<file path="config.mk">
export PLATFORM = sky130hd
export DESIGN_NAME = mips_bus_arbiter
export DESIGN_NICKNAME = d
export VERILOG_FILES = /design/src/rtl/mips_bus_pkg.sv /design/src/rtl/mips_bus_arb_pick.sv /design/src/rtl/mips_bus_arbiter.sv
export SDC_FILE = /design/constraint.sdc
export NUM_CORES = 1
export LEC_CHECK = 0
export CAP_MARGIN = 20
export CORE_AREA = 2 2 121 123
export CTS_CLUSTER_SIZE = 10
export DETAILED_ROUTE_END_ITERATION = 10
export DIE_AREA = 0 0 123 125
export PLACE_DENSITY_LB_ADDON = 0.2
export REMOVE_ABC_BUFFERS = 1
export SLEW_MARGIN = 25
export SYNTH_ARGS = -nofsm -noshare
export SYNTH_HDL_FRONTEND = slang
export SYNTH_SLANG_ARGS = --single-unit
</file>
<file path="constraint.sdc">
create_clock -name clk -period 2.25 [get_ports clk]
set_clock_uncertainty 0.1 [all_clocks]
set_input_delay 0.3375 -clock clk [delete_from_list [all_inputs] [get_ports clk]]
set_output_delay 0.3375 -clock clk [all_outputs]
set_load 0.005 [all_outputs]
</file>
<file path="src/rtl/mips_bus_pkg.sv">
// Shared definitions for the two-master memory bus arbiter.
// Arbitration policy macro: MIPS_ARB_ROUND_ROBIN_EN (defined = round-robin,
// undefined = fixed priority with master 0 highest).
package mips_bus_pkg;

    // Arbiter ownership states
    typedef enum logic [1:0] {
        ST_IDLE = 2'd0,
        ST_OWN0 = 2'd1,
        ST_OWN1 = 2'd2
    } arb_state_e;

    // Default bus geometry
    localparam int DEF_ADDR_W = 32;
    localparam int DEF_DATA_W = 32;

    // Master indices as carried on the 1-bit pointer / winner signals
    localparam logic M0_IDX = 1'b0;
    localparam logic M1_IDX = 1'b1;

    // One-hot grant vector belonging to a state (bit0 = master 0)
    function automatic logic [1:0] grant_of(input arb_state_e st);
        logic [1:0] g;
        case (st)
            ST_OWN0: g = 2'b01;
            ST_OWN1: g = 2'b10;
            default: g = 2'b00;
        endcase
        return g;
    endfunction

endpackage

</file>
<file path="src/rtl/mips_bus_arb_pick.sv">
// Combinational winner selection between the two bus masters.
// Policy macro: MIPS_ARB_ROUND_ROBIN_EN (defined = preferred master wins ties,
// undefined = master 0 always wins ties and the prefer input is ignored).
module mips_bus_arb_pick
    import mips_bus_pkg::*;
(
    input  logic req0,
    input  logic req1,
    input  logic prefer,
    output logic valid,
    output logic winner
);

    // Pick a winner from the request bits under the configured policy
    always_comb begin
        valid  = req0 | req1;
        winner = M0_IDX;
`ifdef MIPS_ARB_ROUND_ROBIN_EN
        if (req0 && req1) begin
            winner = prefer;
        end else if (req1) begin
            winner = M1_IDX;
        end else begin
            winner = M0_IDX;
        end
`else
        if (req0) begin
            winner = M0_IDX;
        end else if (req1) begin
            winner = M1_IDX;
        end else begin
            winner = M0_IDX;
        end
`endif
    end

`ifndef MIPS_ARB_ROUND_ROBIN_EN
    // Fixed priority has no use for the preference input
    logic unused_prefer_s;
    assign unused_prefer_s = prefer;
`endif

endmodule

</file>
<file path="src/rtl/mips_bus_arbiter.sv">
// Two-master arbiter in front of a single memory slave. The owner is held in a
// registered state; the owner's command is forwarded combinationally and the
// other master is stalled via waitrequest. Ownership only moves at a completed
// transfer (owner requesting with slave waitrequest low) or via IDLE.
// Policy macro: MIPS_ARB_ROUND_ROBIN_EN (see mips_bus_arb_pick).
module mips_bus_arbiter
    import mips_bus_pkg::*;
#(
    parameter int ADDR_W = DEF_ADDR_W,
    parameter int DATA_W = DEF_DATA_W
) (
    input  logic                  clk,
    input  logic                  reset,
    input  logic [ADDR_W-1:0]     m0_address,
    input  logic                  m0_read,
    input  logic                  m0_write,
    input  logic [DATA_W-1:0]     m0_writedata,
    input  logic [DATA_W/8-1:0]   m0_byteenable,
    output logic                  m0_waitrequest,
    output logic [DATA_W-1:0]     m0_readdata,
    input  logic [ADDR_W-1:0]     m1_address,
    input  logic                  m1_read,
    input  logic                  m1_write,
    input  logic [DATA_W-1:0]     m1_writedata,
    input  logic [DATA_W/8-1:0]   m1_byteenable,
    output logic                  m1_waitrequest,
    output logic [DATA_W-1:0]     m1_readdata,
    output logic [ADDR_W-1:0]     s_address,
    output logic                  s_read,
    output logic                  s_write,
    output logic [DATA_W-1:0]     s_writedata,
    output logic [DATA_W/8-1:0]   s_byteenable,
    input  logic                  s_waitrequest,
    input  logic [DATA_W-1:0]     s_readdata,
    output logic [1:0]            grant
);

    localparam int BE_W = DATA_W / 8;

    arb_state_e state_q, state_d;
    logic [1:0] grant_q, grant_d;
    logic       ptr_q, ptr_d;

    logic req0_s, req1_s;
    logic own_req_s, own_idx_s, complete_s;
    logic prefer_s, pick_valid_s, pick_winner_s;

    assign req0_s = m0_read | m0_write;
    assign req1_s = m1_read | m1_write;

    // Owner's request, completion and the preference fed to the picker.
    // While owning, the preference points at the other master so that a
    // round-robin completion hands over whenever the other one is waiting.
    always_comb begin
        own_req_s = 1'b0;
        own_idx_s = M0_IDX;
        prefer_s  = ptr_q;
        case (state_q)
            ST_OWN0: begin
                own_req_s = req0_s;
                own_idx_s = M0_IDX;
                prefer_s  = M1_IDX;
            end
            ST_OWN1: begin
                own_req_s = req1_s;
                own_idx_s = M1_IDX;
                prefer_s  = M0_IDX;
            end
            default: begin
                own_req_s = 1'b0;
                own_idx_s = M0_IDX;
                prefer_s  = ptr_q;
            end
        endcase
        complete_s = own_req_s & ~s_waitrequest;
    end

    mips_bus_arb_pick u_pick (
        .req0   (req0_s),
        .req1   (req1_s),
        .prefer (prefer_s),
        .valid  (pick_valid_s),
        .winner (pick_winner_s)
    );

    // Next-state, next-grant and round-robin pointer update
    always_comb begin
        state_d = state_q;
        ptr_d   = ptr_q;
        case (state_q)
            ST_IDLE: begin
                if (pick_valid_s) begin
                    state_d = (pick_winner_s == M1_IDX) ? ST_OWN1 : ST_OWN0;
                end else begin
                    state_d = ST_IDLE;
                end
            end
            ST_OWN0, ST_OWN1: begin
                if (!own_req_s) begin
                    state_d = ST_IDLE;
                end else if (complete_s) begin
                    // The owner is requesting, so the picker always has a winner
                    state_d = (pick_winner_s == M1_IDX) ? ST_OWN1 : ST_OWN0;
                    ptr_d   = ~own_idx_s;
                end else begin
                    state_d = state_q;
                end
            end
            default: begin
                state_d = ST_IDLE;
            end
        endcase
        grant_d = grant_of(state_d);
    end

    // State, grant and pointer registers with synchronous reset
    always_ff @(posedge clk) begin
        if (reset) begin
            state_q <= ST_IDLE;
            grant_q <= 2'b00;
            ptr_q   <= M0_IDX;
        end else begin
            state_q <= state_d;
            grant_q <= grant_d;
            ptr_q   <= ptr_d;
        end
    end

    // Forward the owner's command to the slave and stall everyone else.
    // An owner that has dropped its request forwards nothing.
    always_comb begin
        s_address      = {ADDR_W{1'b0}};
        s_read         = 1'b0;
        s_write        = 1'b0;
        s_writedata    = {DATA_W{1'b0}};
        s_byteenable   = {BE_W{1'b0}};
        m0_waitrequest = 1'b1;
        m1_waitrequest = 1'b1;
        case (state_q)
            ST_OWN0: begin
                m0_waitrequest = s_waitrequest;
                if (req0_s) begin
                    s_address    = m0_address;
                    s_read       = m0_read;
                    s_write      = m0_write;
                    s_writedata  = m0_writedata;
                    s_byteenable = m0_byteenable;
                end else begin
                    s_read  = 1'b0;
                    s_write = 1'b0;
                end
            end
            ST_OWN1: begin
                m1_waitrequest = s_waitrequest;
                if (req1_s) begin
                    s_address    = m1_address;
                    s_read       = m1_read;
                    s_write      = m1_write;
                    s_writedata  = m1_writedata;
                    s_byteenable = m1_byteenable;
                end else begin
                    s_read  = 1'b0;
                    s_write = 1'b0;
                end
            end
            default: begin
                m0_waitrequest = 1'b1;
                m1_waitrequest = 1'b1;
            end
        endcase
    end

    assign m0_readdata = s_readdata;
    assign m1_readdata = s_readdata;
    assign grant       = grant_q;

endmodule

</file>
### After elaboration in Yosys (flattened, before gate mapping)

Index checks and enable logic that the tools add are counted.

| storage, ports and cells | value |
|---|---|
| bits in registers | 4 |
| input bits | 175 |
| output and inout port bits | 138 |
| logic and storage cells | 39 |

| cells by class | value |
|---|---|
| eq/ne operators | 4 |
| muxes and demuxes | 26 |
| bitwise operators | 5 |
| reductions and logical operators | 2 |

Operator list:

| cell | number |
|---|---|
| 32-bit two-way mux | 4 |
| 32-bit one-hot mux with 2 select lines | 2 |
| 1-bit two-way mux | 8 |
| 2-bit two-way mux | 4 |
| 4-bit two-way mux | 2 |
| 2-bit one-hot mux with 2 select lines | 2 |
| 4-bit one-hot mux with 2 select lines | 1 |
| 1-bit one-hot mux with 2 select lines | 3 |
| 2-bit by 1-bit equality test with 1-bit output, second input constant | 2 |
| 2-bit equality test, second input constant | 2 |
| 1-bit bitwise OR | 3 |
| 2-bit zero test | 1 |
| 2-bit OR reduction | 1 |
| 1-bit bitwise AND | 1 |
| 1-bit NOT | 1 |

### Logic depth before layout (Yosys ltp)

| depth | value |
|---|---|
| depth in word-level cells | 9 |
| gate-level depth with buffers | 8 |
| mapped depth without buffers | 6 |

### Cells and area by module

Synthesis repeated with hierarchy kept, for this count alone.

| second synthesis, totals | value |
|---|---|
| cell total of the unflattened synthesis | 266 |
| area total of the unflattened synthesis | 2031.9 um2 |

By module, submodules not included:

| module | instances | cells each | area each (um2) | seq. area each (um2) |
|---|---|---|---|---|
| mips_bus_arbiter | 1 | 264 | 2019.4 | 100.1 |
| mips_bus_arb_pick | 1 | 2 | 12.5 | 0.0 |

### Least setup slack after synthesis

OpenSTA, ideal clock, no wires.

| timing | value |
|---|---|
| path kind | register -> output |
| from | reg state_q[0] |
| to | out s_address[0] |
| arrival time | 1.384 ns |
| required time | 1.812 ns |
| path slack | 0.429 ns |
| cell stages (with the launch flop) | 9 |
| path buffers | 3 |
| cells stage by stage | dfxtp_1 -> inv_1 -> ha_1 -> o21a_1 -> buf_2 -> buf_6 -> buf_6 -> a22oi_1 -> nor2b_1 |

| between the ends | value |
|---|---|
| cells in the longest elaborated chain, start to end | 2 |
| elaborated cells between the ends (all ways) | 3 |
| classes of those cells | 2 x eq/ne; 1 x mux |

RTL lines:

| element | line | RTL |
|---|---|---|
| start: declaration | mips_bus_arbiter.sv:40 | `arb_state_e state_q, state_d;` |
| start signal: assignment | mips_bus_arbiter.sv:123 | `state_q <= state_d;` |
| 2-bit equality test or 2-bit by 1-bit equality test with 1-bit output (tied branches) | -- |  |
| 32-bit one-hot mux with 2 select lines (*) | mips_bus_arbiter.sv:139 | `case (state_q)` |
| end: declaration | mips_bus_arbiter.sv:28 | `output logic [ADDR_W-1:0] s_address,` |

Mark *: on every way between the ends. The rest lies on a longest branch, timed or not.

### Final worst setup path

| timing | value |
|---|---|
| from | reg state_q[1] |
| to | out s_address[14] |

The elaborated chain is that of the path after synthesis.

==> out/qor.log <==
INFO  placed_design  port_buffers=216
INFO  run_status     outcome=finished, final reports clean
INFO  placed_design  detailedPlacementHpwl=9900um
INFO  synthesis      synthArstFlopShare=0%
INFO  floorplanning  die_area=15400squm
INFO  synthesis      synth.ff_latch_count=4
INFO  worst_setup_path worstPathCellList=inv_4 > ha_4 > nor2b_4 > buf_12 > buf_4 > buf_6 > a22oi_2 > nor2b_1 > dlygate4sd2_1
INFO  clocking       root_buffer=sky130_fd_sc_hd__clkbuf_16
INFO  final_layout   stdcell_area=4550squm
INFO  worst_setup_path timing.critical_path.to_type=primary output
INFO  detailed_routing routed-via-count=2602
INFO  clocking       ctsHtreeMaxLevel=1
INFO  final_layout   post_route_cells_drive_above_1_share=30.6%
INFO  worst_setup_path rr_endpoint=grant[1]
INFO  global_routing global_route_wire_length_before_repair=16300um
INFO  synthesis      ys_warn_count=0
INFO  synthesis      synth_edf_count=0
INFO  timing         max_slew.worst_pin.slew=0.300ns
INFO  timing         report.final.hold_viol_count=0
INFO  synthesis      post-synth-top-area-fraction=27.6%
INFO  clocking       tritoncts_num_sinks=4
INFO  synthesis      synth_top_area_cell=sky130_fd_sc_hd__a22oi_1
INFO  final_layout   sequential_cell_area=87.6squm
INFO  final_layout   area_taken_by_multi_input_logic_gates=1480squm
INFO  detailed_routing drt_wl_total=12600um
INFO  final_layout   antenna-diode-count=0
INFO  min_path       timing.hold.worst.class=in2out
INFO  global_routing grt_pass1_vias=2633
INFO  worst_setup_path setup.worst_path.end=s_address[14]
INFO  synthesis      number_of_distinct_library_cells_after_synthesis=24
INFO  pwr            vdd_drop_max=370uV
INFO  floorplanning  die_width=123um
INFO  timing         timing.fmax=0.451GHz
INFO  worst_setup_path arrival_time_of_data_at_the_critical_path_endpoint=1.78ns
INFO  placed_design  detailed_place.area=4000squm
INFO  clocking       tritoncts=done
INFO  global_routing global_route.usage.total=14.2%
INFO  timing         timing.final.setup_violations=0
INFO  detailed_routing first_iter_violations=59
INFO  pwr            static-leakage-power=0.00172uW
INFO  detailed_routing postRouteAntennaNets=0
INFO  detailed_routing drt_first_pass_iters=4
INFO  timing         setup_ws=0.0346ns
INFO  final_layout   nFillCells=1513
INFO  worst_setup_path setup.worst_path.class=reg2out
INFO  worst_setup_path r2r_setup_slack=0.45ns
INFO  global_routing grt_remaining_overflow=0
INFO  pwr            pwr_density_cell=265nW/um^2
INFO  detailed_routing route.detailed.wl_per_inst=20.2um
INFO  timing         finalWorstPathRequiredPeriod=2.22ns
INFO  detailed_routing drt-vias-per-instance=4.16
INFO  synthesis      synth_sequential_area_ratio=4.26%
INFO  timing         grt_setup_unrepaired=yes
INFO  worst_setup_path critPathMaxStageDelay=0.37ns
INFO  worst_setup_path top_fanout_value_on_the_critical_path=9
INFO  synthesis      synthesized_netlist_cell_count=259
INFO  synthesis      synth_top_flop_cell=sky130_fd_sc_hd__dfxtp_1
INFO  worst_setup_path timing.critical_path.max_delay_family=buffers and inverters
INFO  placed_design  routabilityCongestion=0.759
INFO  floorplanning  die_h=125um
INFO  timing         timing_max_transition_violations_final=0
INFO  final_layout   final_net_count=623
INFO  floorplanning  floorplan.core_area=14200squm
INFO  worst_setup_path worstSetupStartpointType=flop
INFO  placed_design  pre_cts_slack=-0.321ns
INFO  clocking       clk-insertion-delay-late=0.22ns
INFO  worst_setup_path crit_buf_inv=5
INFO  timing         holdWs=0.575ns
INFO  worst_setup_path worst_ep_required_time=1.81ns
INFO  timing         period_utilisation_layout=98.5%
INFO  final_layout   p_r_area_growth_vs_syn=142%
INFO  clocking       cts.path.max_buffers=2
INFO  worst_setup_path worstSetupStartpoint=state_q[1]
INFO  floorplanning  design.portCount=313
INFO  detailed_routing post-route-drc-count=0
INFO  global_routing number_of_antenna_violations_at_the_first_check_in_global_routing=0
INFO  floorplanning  floorplan.rows=44
INFO  timing         timing.max_slew.rel_slack=79.7%
INFO  run            timing.max_cap.violations=0
INFO  synthesis      syn_avg_cell_area=7.25squm
INFO  synthesis      post_synth_instance_area=1880squm
INFO  synthesis      synth.area.top_cells=sky130_fd_sc_hd__a22oi_1, sky130_fd_sc_hd__buf_4, sky130_fd_sc_hd__nor2b_1
INFO  floorplanning  initial_core_util=13.2%
INFO  synthesis      synthTopCellsByCount=sky130_fd_sc_hd__a22oi_1, sky130_fd_sc_hd__nor2b_1, sky130_fd_sc_hd__buf_4
INFO  worst_setup_path reg2regPathDepth=8
INFO  pwr            finalPower=1210uW
INFO  worst_setup_path timing.rr.start=state_q[1]
INFO  clocking       hold_buffers=0
INFO  global_routing pin_count_of_the_biggest_net_entering_global_routing=33
INFO  clocking       clk_pin_slew=0.03ns
INFO  clocking       cts-buffers-inserted=3
INFO  worst_setup_path timing.critical_path.slowest_stage_cell=sky130_fd_sc_hd__dfxtp_4
INFO  worst_setup_path depth_of_the_critical_timing_path_with_buffers_and_inverters_included=9
==> sequential cells by signal, indices dropped and copies added, names as in the netlist <==
register,flops
grant,2
state_q,2
==> power breakdown <==
group	internal, uW	leakage [uW]	switching, uW
combinational	554	0.00165	300
sequential	76.4	0.0000342	4.95
clock	227	0.0000370	46.1
==> final cells by class <==
cell class	count	share of cell area, %
repair buffers	265	58.7
clock buffers	3	1.65
multi-input cells	167	32.4
well taps	184	5.06
inverters	2	0.220
flip-flops and latches	4	1.92
==> worst min-delay path by stage <==
stage / start / endpoint / cells past startpoint
6_report: s_readdata[7] / m1_readdata[7] / 0
5_1_grt: s_readdata[13] / m0_readdata[13] / 0
4_1_cts: s_readdata[13] / m0_readdata[13] / 0
3_5_place_dp: s_readdata[13] / m0_readdata[13] / 0
3_3_place_gp: s_readdata[13] / m0_readdata[13] / 0
2_1_floorplan: reset / grant[1] / 1
==> cells by family after synthesis <==
logic type / synth area share (%)
AOI/OAI and AO/OA: 31.0
DFF: 4.26
adders and majority gates: 3.33
buffers and inverters: 33.7
and+or+nand+nor: 27.6
==> metrics by stage <==
stage               utilization (%)  setup TNS, ns  cells
finish                         32.0              0    625
global route                   32.0         -0.149    625
CTS                            29.6         -0.308    613
detailed placement             28.1         -16.91    602
global placement               28.1         -16.08    602
floorplan                         -         -30.46    173
==> layer usage <==
metal / vias up / track usage (%) / wire length [um]
li1: 1215 / - / -
met1: 1179 / 16.3 / 4940
met2: 204 / 20.8 / 5220
met3: 2 / 12.4 / 2410
met4: 2 / 0.401 / 0
met5: - / 4.28 / 64
==> what timing repair did <==
item,CTS,global route
resized for setup,104,102
buffers inserted,6,9
cloned,2,3
pin swaps,2,4
setup endpoints to repair,70,57
==> cell usage in the layout (no fill, tap or decap), types with 3 or more instances in the layout <==
cell type	instances
sky130_fd_sc_hd__ha_4	3
sky130_fd_sc_hd__clkbuf_16	6
sky130_fd_sc_hd__a22oi_1	18
sky130_fd_sc_hd__nor2b_1	68
sky130_fd_sc_hd__clkdlybuf4s15_2	3
sky130_fd_sc_hd__a22oi_2	51
sky130_fd_sc_hd__nand2_1	3
sky130_fd_sc_hd__dlygate4sd2_1	32
sky130_fd_sc_hd__buf_6	6
sky130_fd_sc_hd__dlymetal6s2s_1	3
sky130_fd_sc_hd__buf_12	11
sky130_fd_sc_hd__buf_4	27
sky130_fd_sc_hd__nand2b_1	3
sky130_fd_sc_hd__clkbuf_2	17
sky130_fd_sc_hd__clkdlybuf4s50_1	142
sky130_fd_sc_hd__clkdlybuf4s15_1	19
Note: power is estimated with default switching activity, not from simulation.
